`config.mk`:
```
export PLATFORM = sky130hd
export DESIGN_NAME = hall_speed_estimator
export DESIGN_NICKNAME = d
export VERILOG_FILES = /design/src/rtl/hall_pkg.sv /design/src/rtl/hall_input_filter.sv /design/src/rtl/hall_speed_estimator.sv
export SDC_FILE = /design/constraint.sdc
export NUM_CORES = 1
export LEC_CHECK = 0
export ABC_AREA = 0
export CELL_PAD_IN_SITES_DETAIL_PLACEMENT = 1
export CELL_PAD_IN_SITES_GLOBAL_PLACEMENT = 1
export CORE_UTILIZATION = 48
export DETAILED_ROUTE_END_ITERATION = 10
export DONT_BUFFER_PORTS = 1
export PLACE_DENSITY = 0.9
export SKIP_CTS_REPAIR_TIMING = 1
export SLEW_MARGIN = 20
export SYNTH_ARGS = -nofsm -noshare
export SYNTH_HDL_FRONTEND = slang
export SYNTH_HIERARCHICAL = 1
export SYNTH_SLANG_ARGS = --single-unit
```
`constraint.sdc`:
```
create_clock -name clk -period 6.45 [get_ports clk]
set_input_delay 0.9675 -clock clk [delete_from_list [all_inputs] [get_ports clk]]
set_output_delay 0.9675 -clock clk [all_outputs]
set_load 0.02 [all_outputs]
```
`src/rtl/hall_pkg.sv`:
```
// Shared definitions for the hall speed estimator.
//   - Hall code constants for the six valid sectors and the two invalid codes
//   - Sector encoding (0..5, plus a "none" marker used before the first valid code)
//   - Direction encoding for the direction output
//   - Helper functions: code-to-sector lookup, invalid-code test, step classification
package hall_pkg;

    // Raw hall codes in commutation order (forward rotation walks S0 -> S5).
    localparam logic [2:0] HALL_S0 = 3'b001;
    localparam logic [2:0] HALL_S1 = 3'b011;
    localparam logic [2:0] HALL_S2 = 3'b010;
    localparam logic [2:0] HALL_S3 = 3'b110;
    localparam logic [2:0] HALL_S4 = 3'b100;
    localparam logic [2:0] HALL_S5 = 3'b101;

    // Codes a healthy sensor never produces (all lines low / all lines high).
    localparam logic [2:0] HALL_INV_LO = 3'b000;
    localparam logic [2:0] HALL_INV_HI = 3'b111;

    // Value the input pipeline holds out of reset.
    localparam logic [2:0] HALL_IDLE = HALL_INV_LO;

    // Sector index marker meaning "no valid sector seen yet".
    localparam logic [2:0] SECTOR_NONE = 3'd7;

    localparam logic DIR_FWD = 1'b0;
    localparam logic DIR_REV = 1'b1;

    typedef enum logic [1:0] {
        STEP_NONE,
        STEP_FWD,
        STEP_REV,
        STEP_SKIP
    } step_kind_t;

    function automatic logic [2:0] hall_to_sector(input logic [2:0] code);
        case (code)
            HALL_S0: return 3'd0;
            HALL_S1: return 3'd1;
            HALL_S2: return 3'd2;
            HALL_S3: return 3'd3;
            HALL_S4: return 3'd4;
            HALL_S5: return 3'd5;
            default: return SECTOR_NONE;
        endcase
    endfunction

    function automatic logic is_invalid_code(input logic [2:0] code);
        return (code == HALL_INV_LO) || (code == HALL_INV_HI);
    endfunction

    // delta = (to - from) mod 6, computed without a divider: both inputs are 0..5,
    // so to + 6 - from lies in 1..11 and one conditional subtract folds it back.
    function automatic step_kind_t classify_step(input logic [2:0] from_s,
                                                 input logic [2:0] to_s);
        logic [3:0] diff;
        diff = {1'b0, to_s} + 4'd6 - {1'b0, from_s};
        if (diff >= 4'd6) begin
            diff = diff - 4'd6;
        end
        case (diff)
            4'd0:    return STEP_NONE;
            4'd1:    return STEP_FWD;
            4'd5:    return STEP_REV;
            default: return STEP_SKIP;
        endcase
    endfunction

endpackage

```
`src/rtl/hall_input_filter.sv`:
```
// Hall input conditioning: 2-flop synchronizer followed by an optional
// stability filter. Emits a one-cycle accept pulse with the accepted code
// whenever the conditioned code changes.
// Configuration macro: HALL_GLITCH_FILTER_EN
//   defined   -> a code is accepted only after FILTER_CYCLES stable cycles
//   undefined -> every synchronized change is accepted at once
// Ports:
//   clk, rst    : clock, synchronous active-high reset
//   hall_raw[2:0]: asynchronous hall sensor lines
//   code[2:0]   : accepted code (meaningful while accept=1)
//   accept      : one-cycle pulse per newly accepted code
module hall_input_filter
    import hall_pkg::*;
#(
    parameter int unsigned FILTER_CYCLES = 4
) (
    input  logic       clk,
    input  logic       rst,
    input  logic [2:0] hall_raw,
    output logic [2:0] code,
    output logic       accept
);

`ifdef HALL_GLITCH_FILTER_EN
    localparam bit FILTER_ON = 1'b1;
`else
    localparam bit FILTER_ON = 1'b0;
`endif

    // Zero depth means changes go straight through once synchronized.
    localparam int unsigned DEPTH =
        FILTER_ON ? ((FILTER_CYCLES < 1) ? 1 : FILTER_CYCLES) : 0;

    logic [2:0] sync1_d, sync1_q;
    logic [2:0] sync2_d, sync2_q;

    always_comb begin
        sync1_d = hall_raw;
        sync2_d = sync1_q;
    end

    always_ff @(posedge clk) begin
        if (rst) begin
            sync1_q <= HALL_IDLE;
            sync2_q <= HALL_IDLE;
        end else begin
            sync1_q <= sync1_d;
            sync2_q <= sync2_d;
        end
    end

    generate
        if (DEPTH == 0) begin : g_direct
            logic [2:0] prev_d, prev_q;

            always_comb prev_d = sync2_q;

            always_ff @(posedge clk) begin
                if (rst) prev_q <= HALL_IDLE;
                else     prev_q <= prev_d;
            end

            assign code   = sync2_q;
            assign accept = (sync2_q != prev_q);
        end else begin : g_filter
            localparam int unsigned CNT_W = $clog2(DEPTH + 1);

            logic [2:0]       cand_d, cand_q;
            logic [2:0]       acc_d, acc_q;
            logic [CNT_W-1:0] cnt_d, cnt_q;
            logic             acc_pulse;

            // cand tracks the current synchronized code; cnt counts how long it
            // has been unchanged and saturates at DEPTH so a steady code is
            // accepted exactly once, and only if it differs from the last one.
            always_comb begin
                cand_d    = cand_q;
                cnt_d     = cnt_q;
                acc_d     = acc_q;
                acc_pulse = 1'b0;
                if (sync2_q != cand_q) begin
                    cand_d = sync2_q;
                    cnt_d  = '0;
                end else if (cnt_q < CNT_W'(DEPTH)) begin
                    cnt_d = cnt_q + 1'b1;
                    if ((cnt_q == CNT_W'(DEPTH - 1)) && (cand_q != acc_q)) begin
                        acc_pulse = 1'b1;
                        acc_d     = cand_q;
                    end
                end
            end

            always_ff @(posedge clk) begin
                if (rst) begin
                    cand_q <= HALL_IDLE;
                    acc_q  <= HALL_IDLE;
                    cnt_q  <= '0;
                end else begin
                    cand_q <= cand_d;
                    acc_q  <= acc_d;
                    cnt_q  <= cnt_d;
                end
            end

            assign code   = cand_q;
            assign accept = acc_pulse;
        end
    endgenerate

endmodule

```
`src/rtl/hall_speed_estimator.sv`:
```
// Hall-sensor speed estimator: decodes accepted hall codes into sectors,
// tracks signed step position and direction, measures the step interval and
// flags stalls and sensor faults.
// Configuration macro: HALL_GLITCH_FILTER_EN (selects input stability filter)
// Ports:
//   clk, rst      : clock, synchronous active-high reset
//   hall[2:0]     : raw hall sensor lines
//   position      : signed step count (wraps)
//   direction     : 0 forward, 1 reverse, for the last step
//   period        : cycles between the last two steps
//   period_valid  : period is a trustworthy measurement
//   stalled       : no step within STALL_TIMEOUT cycles
//   step_strobe   : one-cycle pulse per valid step
//   hall_err      : one-cycle pulse per invalid code or skipped step
module hall_speed_estimator
    import hall_pkg::*;
#(
    parameter int unsigned FILTER_CYCLES = 4,
    parameter int unsigned PERIOD_WIDTH  = 20,
    parameter int unsigned POS_WIDTH     = 16,
    parameter int unsigned STALL_TIMEOUT = 'hFFFFF
) (
    input  logic                        clk,
    input  logic                        rst,
    input  logic [2:0]                  hall,
    output logic signed [POS_WIDTH-1:0] position,
    output logic                        direction,
    output logic [PERIOD_WIDTH-1:0]     period,
    output logic                        period_valid,
    output logic                        stalled,
    output logic                        step_strobe,
    output logic                        hall_err
);

    localparam logic [PERIOD_WIDTH-1:0] PERIOD_MAX  = '1;
    localparam logic [PERIOD_WIDTH-1:0] STALL_LIMIT = PERIOD_WIDTH'(STALL_TIMEOUT);
    localparam logic signed [POS_WIDTH-1:0] POS_ONE = {{(POS_WIDTH-1){1'b0}}, 1'b1};

    logic [2:0] code;
    logic       accept;

    hall_input_filter #(
        .FILTER_CYCLES(FILTER_CYCLES)
    ) u_filter (
        .clk     (clk),
        .rst     (rst),
        .hall_raw(hall),
        .code    (code),
        .accept  (accept)
    );

    logic signed [POS_WIDTH-1:0] position_d, position_q;
    logic                        direction_d, direction_q;
    logic [PERIOD_WIDTH-1:0]     period_d, period_q;
    logic [PERIOD_WIDTH-1:0]     count_d, count_q;
    logic                        period_valid_d, period_valid_q;
    logic                        stalled_d, stalled_q;
    logic                        step_strobe_d, step_strobe_q;
    logic                        hall_err_d, hall_err_q;
    logic [2:0]                  last_sector_d, last_sector_q;
    // Last sector-changing event was a step (as opposed to a skip or reset).
    logic                        prev_step_d, prev_step_q;

    logic [2:0] sector;
    step_kind_t kind;
    logic       new_dir;
    logic       is_step;

    always_comb begin
        sector         = hall_to_sector(code);
        kind           = classify_step(last_sector_q, sector);
        new_dir        = (kind == STEP_REV) ? DIR_REV : DIR_FWD;
        is_step        = 1'b0;
        position_d     = position_q;
        direction_d    = direction_q;
        period_d       = period_q;
        period_valid_d = period_valid_q;
        stalled_d      = stalled_q;
        step_strobe_d  = 1'b0;
        hall_err_d     = 1'b0;
        last_sector_d  = last_sector_q;
        prev_step_d    = prev_step_q;
        count_d        = (count_q == PERIOD_MAX) ? count_q : count_q + 1'b1;

        if (accept) begin
            if (is_invalid_code(code)) begin
                hall_err_d = 1'b1;
            end else if (last_sector_q == SECTOR_NONE) begin
                last_sector_d = sector;
            end else begin
                last_sector_d = sector;
                case (kind)
                    STEP_FWD, STEP_REV: begin
                        is_step        = 1'b1;
                        step_strobe_d  = 1'b1;
                        position_d     = (new_dir == DIR_REV) ? position_q - POS_ONE
                                                              : position_q + POS_ONE;
                        direction_d    = new_dir;
                        // count_q is one short of the edge-to-edge distance.
                        period_d       = (count_q == PERIOD_MAX) ? PERIOD_MAX
                                                                 : count_q + 1'b1;
                        period_valid_d = prev_step_q && (direction_q == new_dir) && !stalled_q;
                        stalled_d      = 1'b0;
                        prev_step_d    = 1'b1;
                        count_d        = '0;
                    end
                    STEP_SKIP: begin
                        hall_err_d     = 1'b1;
                        period_valid_d = 1'b0;
                        prev_step_d    = 1'b0;
                        count_d        = '0;
                    end
                    default: ;
                endcase
            end
        end

        // A step arriving on the timeout cycle wins over the stall.
        if (!is_step && (count_q >= STALL_LIMIT)) begin
            stalled_d      = 1'b1;
            period_valid_d = 1'b0;
        end
    end

    always_ff @(posedge clk) begin
        if (rst) begin
            position_q     <= '0;
            direction_q    <= DIR_FWD;
            period_q       <= '0;
            period_valid_q <= 1'b0;
            stalled_q      <= 1'b1;
            step_strobe_q  <= 1'b0;
            hall_err_q     <= 1'b0;
            count_q        <= '0;
            last_sector_q  <= SECTOR_NONE;
            prev_step_q    <= 1'b0;
        end else begin
            position_q     <= position_d;
            direction_q    <= direction_d;
            period_q       <= period_d;
            period_valid_q <= period_valid_d;
            stalled_q      <= stalled_d;
            step_strobe_q  <= step_strobe_d;
            hall_err_q     <= hall_err_d;
            count_q        <= count_d;
            last_sector_q  <= last_sector_d;
            prev_step_q    <= prev_step_d;
        end
    end

    assign position     = position_q;
    assign direction    = direction_q;
    assign period       = period_q;
    assign period_valid = period_valid_q;
    assign stalled      = stalled_q;
    assign step_strobe  = step_strobe_q;
    assign hall_err     = hall_err_q;

endmodule
```
==> metrics.md, run 1 <==
| Metric | Value |
|---|---|
| Status | `complete, no violations` |
| Routed vias | `3314` |
| Worst hold path type | `register to register` |
| Final Hold Viols | `0` |
| Post-layout min period | `5420 ps` |
| # diodes | `0` |
| Slew at the pin closest to its max-slew limit | `about 990 ps` |
| PD cells | `between 200 and 300 mW/mm^2` |
| Clock Skew | `about 10 ps` |
| PortBufs | `0` |
| Initial antenna violation count | `0` |
| CTS root buf | `clkbuf_8` |
| Clock buffer depth | `2` |
| Setup total negative slack | `0 ps` |
| GRT Total Usage | `0.247` |
| WL/cell | `18.1 microns` |
| ANT nets after route | `0` |
| GR Overflow Total | `0` |
| Syn Inst Count | `468` |
| Peak supply drop | `between 0.1 and 0.15 mV` |
| Via density | `5.90` |
| Final core occ | `0.532` |
| Final setup viols | `0` |
| Leakage | `~1.6 nW` |
| Vias in the first global route | `about 3500` |
| RSZ-0062 raised after global routing | `false` |
| DRT Wirelength | `10.2 mm` |
| CP max FO | `20` |
| Final net count | `roughly 490` |
| Die Ht | `a little over 90 microns` |
| Critical path capture point type | `register` |
| Core Region | `between 0.007 and 0.008 sq mm` |
| Multi-input gate area | `approximately 0.0023 sq mm` |
| Number of CTS-inserted buffers | `9` |
| Syn. warnings | `6` |
| Largest net degree at the start of global routing | `66` |
| Share of layout cells above drive strength 1 | `0.0609` |
| Worst-path clk slew | `around 80 ps` |
| Final Slew Violations | `0` |
| Max_cap viols | `0` |
| Post-synth ARST share | `0` |
| DRT iter0 DRCs | `between 90 and 100` |
| Residual DRC | `0` |
| FILL cells | `between 900 and 1000` |
| Placer's final routability congestion estimate | `0.793` |
| Netlist cell types | `just under 60` |
| Req. time, crit path | `around 6700 ps` |
| Slew headroom | `0.340` |
| Synth Net Count | `about 500` |
| Area Overhead vs Synth | `5.66%` |
| First-pass GRT wire length | `around 17 mm` |
| Period utilisation layout | `0.840` |
| Post-synthesis register bit count | `74` |
| CTS tree | `done` |
| Pre-Repair DR Iteration Count | `4` |
| Ys flop type | `dfxtp_1` |
| Clk_lat worst skew | `between 300 and 400 ps` |
| Die Wd | `~93 microns` |
| # H-tree levels | `3` |
| Io pins | `46` |
| Setup CP Type | `register to register` |
| CP Launch Type | `register` |
| Peak Freq | `between 150 and 200 MHz` |
| Worst reg2reg setup slack | `about 1000 ps` |
| Register area | `roughly 0.0015 sq mm` |
| Hpwl dp | `roughly 6.7 mm` |
| EDFF count, synth | `0` |
| Row count | `32` |
| Die ar. | `0.00860 sq mm` |
| Synth Area per Inst | `8.45 sq um` |
| Critical path arrival | `5670 ps` |
| Post-synth design cell area | `0.00395 sq mm` |
| Sink Count | `74` |
| Seq/Total Area, Yosys | `0.375` |
| Starting Density | `0.504` |
-- metrics by stage --
| stage | total power [mW] | std cells | hold WS [ps] | setup slack (ps) | instance area (sq um) |
|---|---|---|---|---|---|
| floorplan | 0.632 | 468 | 414 | 1880 | 3950 |
| global placement | 0.650 | 548 | 417 | 1460 | 3950 |
| detailed placement | 0.663 | 548 | 426 | 1120 | 3950 |
| CTS | 1.09 | 562 | 445 | 1010 | 4180 |
| global route | 1.14 | 562 | 459 | 553 | 4180 |
| finish | 1.09 | 562 | 441 | 1030 | 4180 |
-- cell families after synthesis --
family,count (synthesis),share of synthesized area
xor+xnor,28,0.0639
buf+inv,38,0.0500
simple gates,189,0.235
fa+ha+maj,25,0.0829
mux,4,0.0101
compound gates,110,0.183
flops,74,0.375
-- area by class of cell --
cell class,count,share of cell area
inverters,16,0.0150
flip-flops and latches,74,0.355
multi-input cells,356,0.545
well taps,102,0.0305
clock buffers,9,0.0296
clock inverters,5,0.0249
-- final timing paths --
kind                                     startpoint               end  cells after the start
worst min register to register  u_filter/sync1_q[0]  u_filter/code[0]                      1
worst max register to register     u_filter/code[2]       position[8]                     21
worst max-delay path               u_filter/code[2]       position[8]                     21
worst min-delay path            u_filter/sync1_q[0]  u_filter/code[0]                      1
-- cell usage after synthesis (all sizes together), types with 5 or more instances --
cell type	instances	area share
and2	5	0.0079
a21oi	35	0.044
a21o	5	0.0095
nand4	5	0.012
nor3b	5	0.0095
nor2b	13	0.021
o211ai	6	0.011
a211oi	19	0.037
xor2	9	0.022
nor3	15	0.023
and3	9	0.016
inv	16	0.016
buf	15	0.028
nor2	68	0.065
clkbuf	7	0.0066
xnor2	19	0.042
nand2	42	0.040
dfxtp	74	0.37
o21a	6	0.011
o21ai	13	0.016
a31oi	6	0.0095
nand3	9	0.011
ha	23	0.073
-- metal layers --
layer | track usage | part of all wire | up-vias
li1 | - | - | 1617
met4 | 0.101 | 0.032 | 0
met1 | 0.276 | 0.42 | 1611
met2 | 0.445 | 0.51 | 59
met3 | 0.0583 | 0.039 | 27
met5 | 0 | 0 | -
-- report_power, final --
group          switching [mW]  internal [mW]  total (mW)
sequential             0.0214          0.468       0.489
clock                   0.173          0.254       0.427
combinational           0.102         0.0679       0.170
total                   0.297          0.789        1.09
-- worst max-delay path, cell delays in order (launching register included) --
cell and delay [ps]:
dfxtp_1 560, nand2_1 140, o21a_1 140, ha_1 280, inv_1 50, ha_1 200
fa_1 540, ha_1 200, nand2_1 80, a21oi_1 170, o21ai_1 120, or2_2 320
inv_1 60, ha_1 710, inv_1 230, fa_1 460, nor2b_1 200, o2111ai_1 220
a21boi_0 310, o21a_1 160, o21ai_0 70, o311ai_0 100
-- cell usage in the layout (no fill, tap or decap), types with 4 or more instances in the layout --
cell      instances
dfxtp_1          74
nor2_1           68
nand2_1          41
a21oi_1          35
ha_1             23
xnor2_1          19
a211oi_1         18
inv_1            15
nor2b_1          13
nor3_1           13
o21ai_0          12
nand3_1           9
clkbuf_8          9
and3_1            8
xor2_1            8
o21a_1            6
o211ai_1          6
a31oi_1           6
a21o_1            5
nor3b_1           5
and2_1            4
nand4_1           4
nand2b_1          4
a21boi_0          4
nand3b_1          4
mux2i_1           4
-- sequential cells by signal (all words and copies together) (netlist names) --
register                  flops
last_sector_q                 3
u_filter/code                 3
step_strobe                   1
u_filter/g_direct.prev_q      3
stalled                       1
hall_err                      1
direction                     1
period                       20
count_q                      20
u_filter/sync1_q              3
period_valid                  1
position                     16
prev_step_q                   1
(Power assumes the default switching activity.)
==> run 2, diff against run 1 <==
--- a/config.mk
+++ b/config.mk
@@ -5,13 +5,13 @@
 export SDC_FILE = /design/constraint.sdc
 export NUM_CORES = 1
 export LEC_CHECK = 0
-export ABC_AREA = 0
+export ABC_AREA = 1
 export CELL_PAD_IN_SITES_DETAIL_PLACEMENT = 1
 export CELL_PAD_IN_SITES_GLOBAL_PLACEMENT = 1
-export CORE_UTILIZATION = 48
+export CORE_UTILIZATION = 41
 export DETAILED_ROUTE_END_ITERATION = 10
 export DONT_BUFFER_PORTS = 1
-export PLACE_DENSITY = 0.9
+export PLACE_DENSITY = 0.85
 export SKIP_CTS_REPAIR_TIMING = 1
 export SLEW_MARGIN = 20
 export SYNTH_ARGS = -nofsm -noshare
==> constraint.sdc (replaced) <==
create_clock -name clk -period 4.75 [get_ports clk]
set_input_delay 0.7125 -clock clk [delete_from_list [all_inputs] [get_ports clk]]
set_output_delay 0.7125 -clock clk [all_outputs]
set_load 0.02 [all_outputs]
==> metrics.md, run 2 <==
| Metric | Value |
|---|---|
| Status | `complete, no violations` |
| Clock Skew | `about 9.2 ps` |
| EDFF count, synth | `0` |
| Seq/Total Area, Yosys | `0.357` |
| CTS root buf | `clkbuf_8` |
| WL/cell | `roughly 15 microns` |
| GR Overflow Total | `0` |
| Clk_lat worst skew | `~370 ps` |
| Final Slew Violations | `0` |
| Placed Cells | `around 700` |
| Setup total negative slack | `0 ps` |
| Critical path arrival | `approximately 4700 ps` |
| Vias in the first global route | `approximately 3800` |
| Gr busiest metal | `met2` |
| Core Region | `between 0.009 and 0.01 sq mm` |
| Placer's final routability congestion estimate | `roughly 0.83` |
| Final net count | `between 600 and 700` |
| Sw Pwr | `0.481 mW` |
| Hpwl dp | `between 8 and 9 mm` |
| Final Hold Viols | `0` |
| Slew headroom | `0.435` |
| Req. time, crit path | `approximately 5000 ps` |
| Post-synthesis register bit count | `74` |
| Delay-heaviest family, CP | `adder cells` |
| Peak Freq | `roughly 230 MHz` |
| Synth Area per Inst | `roughly 7 sq um` |
| Die ar. | `approximately 0.011 sq mm` |
| Leakage | `between 2 and 2.5 nW` |
| # H-tree levels | `3` |
| Ys flop type | `dfxtp_1` |
| Row count | `36` |
| Synth cell count leaders | `nand2_1, inv_1, dfxtp_1, nor2_1, a21oi_1` |
| Most common cell after layout, fill and taps aside | `nand2_1` |
| Starting Density | `0.425` |
| Most common cell in the synthesized netlist | `nand2_1` |
| Pre-Repair DR Iteration Count | `4` |
| Residual DRC | `0` |
| PD cells | `~330 mW/mm^2` |
| Peak supply drop | `~0.15 mV` |
| Via density | `just over 5` |
| Commonest non-fill, non-tap cells in the layout | `nand2_1, inv_1, dfxtp_1` |
| Post-synth design cell area | `roughly 0.0042 sq mm` |
| Io pins | `46` |
| Post-layout min period | `approximately 4400 ps` |
| Final setup viols | `0` |
| Top cell type's share of synthesized area | `0.357` |
| Sink Count | `74` |
| Met1 Usage GRT | `0.253` |
| CP max FO | `15` |
| Netlist cell types | `36` |
| ANT nets after route | `0` |
| Syn Inst Count | `roughly 590` |
| Die Wd | `approximately 100 microns` |
| Hold_ws | `between 300 and 400 ps` |
| Period utilisation layout | `0.924` |
| Grt met2 use | `0.377` |
| Logic pwr share | `0.197` |
| Worst Setup Slack, final | `about 360 ps` |
| Critical path capture point type | `register` |
| First-pass GRT wire length | `roughly 18 mm` |
| Largest net degree at the start of global routing | `a little over 40` |
| RSZ-0062 raised after global routing | `false` |
| Worst-path clk slew | `about 90 ps` |
| Total Power | `1.50 mW` |
| Routed vias | `about 3700` |
| Sequential power share | `0.449` |
| Max_cap viols | `0` |
| Met3 usage | `0.0481` |
| GRT Total Usage | `0.219` |
| Post-synth ARST share | `0` |
| Setup CP Type | `register to register` |
| Clock power frac | `0.354` |
| Initial antenna violation count | `0` |
| Slew at the pin closest to its max-slew limit | `approximately 850 ps` |
| Switching Fraction | `0.321` |
| Internal Power | `~1.0 mW` |
| Pre-CTS setup slack | `about 250 ps` |
| Share of layout cells above drive strength 1 | `0.0607` |
| Area Overhead vs Synth | `7.65%` |
| CP Launch Type | `register` |
| Synth Net Count | `between 600 and 700` |
| Clock buffer depth | `2` |
| DRT iter0 DRCs | `86` |
| Layout Cells excl Fill | `approximately 730` |
| DRT Wirelength | `~11 mm` |
| # diodes | `0` |
| PortBufs | `0` |
| CP Buf/Inv Count | `7` |
| Most used cell, CP | `nand2_1` |
| Synth area leader | `dfxtp_1` |
| CTS tree | `done` |
| Worst hold path type | `register to register` |
| Top cells by area, synth | `dfxtp_1, nand2_1, inv_1` |
| Number of CTS-inserted buffers | `9` |
| Largest stage delay on the critical path | `~500 ps` |
| Die Ht | `103 microns` |
| Syn. warnings | `6` |
| Crit-path slowest cell | `fa_1` |
## run 2: changes by cell type in the layout (fill, tap and decap cells not counted), moves of 7 or more
| cell | delta |
|---|---|
| o21a_1 | +7 |
| nor3_1 | -7 |
| nand3_1 | +24 |
| inv_1 | +82 |
| nand2_1 | +82 |
| a21oi_1 | +11 |
| and3_1 | -7 |
| o21ai_0 | +16 |
| xnor2_1 | -14 |
| a211oi_1 | -18 |
| nor2b_1 | -13 |
## run 2: cell type report
class | count | area (sq um)
Clock buffer | 11 | 151
Clock inverter | 5 | 60.1
Fill cell | 1279 | 5300
Inverter | 98 | 368
Multi-Input combinational cell | 401 | 2200
Sequential cell | 74 | 1480
Tap cell | 133 | 166
Timing Repair Buffer | 4 | 46.3
## run 2: power groups by stage
stage,clock network (mW),registers (mW),logic [mW]
finish,0.531,0.672,0.295
floorplan,0,0.681,0.225
global route,0.571,0.675,0.334
detailed placement,0,0.687,0.290
global placement,0,0.685,0.269
CTS,0.548,0.672,0.292
## run 2: path summary, 6_finish.rpt
kind                       start  cells past startpoint          endpoint  slack [ps]
max             u_filter/code[2]                     28      position[11]         360
min          u_filter/sync1_q[0]                      2  u_filter/code[0]         400
max reg2reg     u_filter/code[2]                     28      position[11]         360
min reg2reg  u_filter/sync1_q[0]                      2  u_filter/code[0]         400
## run 2: logic make-up (layout without fill, tap and decap cells)
| kind of cell | after synthesis | count (layout) | synth area share |
|---|---|---|---|
| buffers and inverters | 113 | 118 | 0.116 |
| xor gates and xnor gates | 18 | 18 | 0.0380 |
| and+or+nand+nor | 250 | 250 | 0.263 |
| AOI/OAI and AO/OA | 108 | 108 | 0.148 |
| adders and majority gates | 25 | 25 | 0.0789 |
| DFF | 74 | 74 | 0.357 |
## run 2: per-layer routing
| metal | vias up | share of wire | wire, microns |
|---|---|---|---|
| li1 | 1880 | - | - |
| met1 | 1736 | 0.46 | 4940 |
| met2 | 68 | 0.47 | 5090 |
| met3 | 23 | 0.048 | 522 |
| met4 | 0 | 0.025 | 274 |
| met5 | - | 0 | 0 |
## run 2: tightest hold or removal path, stage by stage (launching register included)
cell,delay (ps)
dfxtp_1,300
inv_1,40
nor2_1,30
## run 2: per-stage QoR
step	instance area (sq um)	utilization
2_1_floorplan	4150	-
3_3_place_gp	4250	0.435
3_5_place_dp	4250	0.435
4_1_cts	4460	0.456
5_1_grt	4470	0.458
6_report	4470	0.458
==> run 3, diff against run 2 <==
--- a/config.mk
+++ b/config.mk
@@ -11,7 +11,7 @@
 export CORE_UTILIZATION = 41
 export DETAILED_ROUTE_END_ITERATION = 10
 export DONT_BUFFER_PORTS = 1
-export PLACE_DENSITY = 0.85
+export PLACE_DENSITY_LB_ADDON = 0.1
 export SKIP_CTS_REPAIR_TIMING = 1
 export SLEW_MARGIN = 20
 export SYNTH_ARGS = -nofsm -noshare
==> metrics.md, run 3 (synthesis gave the netlist of run 2 again) <==
| Metric | Value |
|---|---|
| Status | `complete, no violations` |
| Peak supply drop | `between 0.1 and 0.15 mV` |
| Largest stage delay on the critical path | `490 ps` |
| Cell area after layout | `around 0.0045 sq mm` |
| Logic pwr share | `0.190` |
| Worst hold path type | `register to register` |
| Register area | `between 0.001 and 0.0015 sq mm` |
| WL/cell | `about 14 microns` |
| ANT nets after route | `0` |
| Worst hold path cell count | `2` |
| GRT Total Usage | `0.212` |
| PD cells | `341 mW/mm^2` |
| Hold path start | `u_filter/sync1_q[0]` |
| Period utilisation layout | `0.911` |
| First-pass GRT wire length | `between 15 and 20 mm` |
| Worst path depth | `25` |
| Max_cap viols | `0` |
| Clock Skew | `8.60 ps` |
| Clock buffer depth | `2` |
| Leakage | `about 2.2 nW` |
| RSZ-0062 raised after global routing | `false` |
| Sequential power share | `0.439` |
| Most common cell after layout, fill and taps aside | `nand2_1` |
| Post-layout min period | `approximately 4300 ps` |
| Crit-path slowest cell | `fa_1` |
| Share of layout cells above drive strength 1 | `0.0673` |
| Critical path arrival | `between 4000 and 5000 ps` |
| Critical path capture point type | `register` |
| Core Region | `between 0.009 and 0.01 sq mm` |
| Row count | `36` |
| Hold_ws | `~400 ps` |
| Final Hold Viols | `0` |
| Sw Pwr | `0.486 mW` |
| Final setup viols | `0` |
| Req. time, crit path | `slightly above 5000 ps` |
| CTS tree | `done` |
| Die ar. | `0.0105 sq mm` |
| Largest net degree at the start of global routing | `42` |
| Area Overhead vs Synth | `8.01%` |
| CP Launch Type | `register` |
| Slew headroom | `0.698` |
| Switching Fraction | `0.318` |
| DRT Wirelength | `between 10 and 15 mm` |
| Routed vias | `between 3000 and 4000` |
| # H-tree levels | `3` |
| Final Slew Violations | `0` |
| Most used cell, CP | `nand2_1` |
| CP Buf/Inv Count | `5` |
| Residual DRC | `0` |
| Delay-heaviest family, CP | `adder cells` |
| Multi-input gate area | `roughly 0.0022 sq mm` |
| Setup total negative slack | `0 ps` |
| Commonest non-fill, non-tap cells in the layout | `nand2_1, inv_1, dfxtp_1` |
| Peak Freq | `approximately 230 MHz` |
| Met1 Usage GRT | `0.277` |
| Initial antenna violation count | `0` |
| Die Wd | `about 100 microns` |
| R2r startpoint | `u_filter/code[2]` |
| Final net count | `619` |
| Gr busiest metal | `met2` |
| Grt met2 use | `0.354` |
| CP max FO | `15` |
| Io pins | `46` |
| DP Area | `roughly 0.0042 sq mm` |
| CP Launch Point | `u_filter/code[2]` |
| Final core occ | `0.459` |
| Pre-Repair DR Iteration Count | `4` |
| Number of CTS-inserted buffers | `9` |
| Worst r2r path cells | `25` |
| CTS root buf | `clkbuf_8` |
| # diodes | `0` |
| Via density | `between 5 and 6` |
| Die Ht | `103 microns` |
| Hpwl dp | `7.77 mm` |
| Placer's final routability congestion estimate | `just over 0.8` |
| Starting Density | `0.425` |
| Worst-path clk slew | `approximately 90 ps` |
| Internal Power | `roughly 1.0 mW` |
| Setup CP Type | `register to register` |
| Slew at the pin closest to its max-slew limit | `around 450 ps` |
| PortBufs | `0` |
| Met3 usage | `0.0427` |
| Clk_lat worst skew | `approximately 360 ps` |
| DRT iter0 DRCs | `56` |
| Vias in the first global route | `roughly 3600` |
| FILL cells | `around 1300` |
| Total Power | `about 1.5 mW` |
| Sink Count | `74` |
| Clock power frac | `0.371` |
| GR Overflow Total | `0` |
==> run 3: cell types whose count changed in the layout (fill, tap and decap cells not counted), sizes merged <==
cell | previous run | this run
buf | 4 | 5
bufinv | 1 | 2
clkbuf | 11 | 9
clkinv | 2 | 1
clkinvlp | 1 | 2
inv | 99 | 100
==> run 3: stage by stage <==
stage,std cells,setup WS (ps)
final,727,422
after global routing,727,37.5
after CTS,727,145
after detailed placement,711,193
after global placement,711,452
after floorplan,588,602
==> run 3: layout make-up <==
class | count | area share
flip-flops and latches | 74 | 0.330
well taps | 133 | 0.0371
inverters | 98 | 0.0820
multi-input cells | 401 | 0.491
repair buffers | 5 | 0.00920
clock buffers | 9 | 0.0276
clock inverters | 7 | 0.0223
==> run 3: final timing paths <==
kind	end	slack (ps)
worst max-delay path	position[15]	420
worst min-delay path	u_filter/code[0]	400
worst max register to register	position[15]	420
worst min register to register	u_filter/code[0]	400
==> run 3: metal layers <==
layer	up-vias	share of wire
met3	11	0.035
met5	-	0
met1	1765	0.49
met2	47	0.46
met4	0	0.010
li1	1879	-
==> run 3: power groups by stage <==
stage	clock [mW]	combinational (mW)	sequential, mW
CTS	0.577	0.290	0.672
finish	0.567	0.290	0.672
global placement	0	0.275	0.686
floorplan	0	0.225	0.681
global route	0.603	0.336	0.675
detailed placement	0	0.287	0.687
==> run 3: worst register-to-register path, delay by kind of cell, from the launching register on <==
| kind | cells | cell delay (ps) |
|---|---|---|
| flip-flops | 1 | 410 |
| adder cells (fa/ha/maj) | 6 | 1720 |
| buffers and inverters | 5 | 490 |
| AND/OR/NAND/NOR | 10 | 920 |
| AO/OA/AOI/OAI | 4 | 730 |
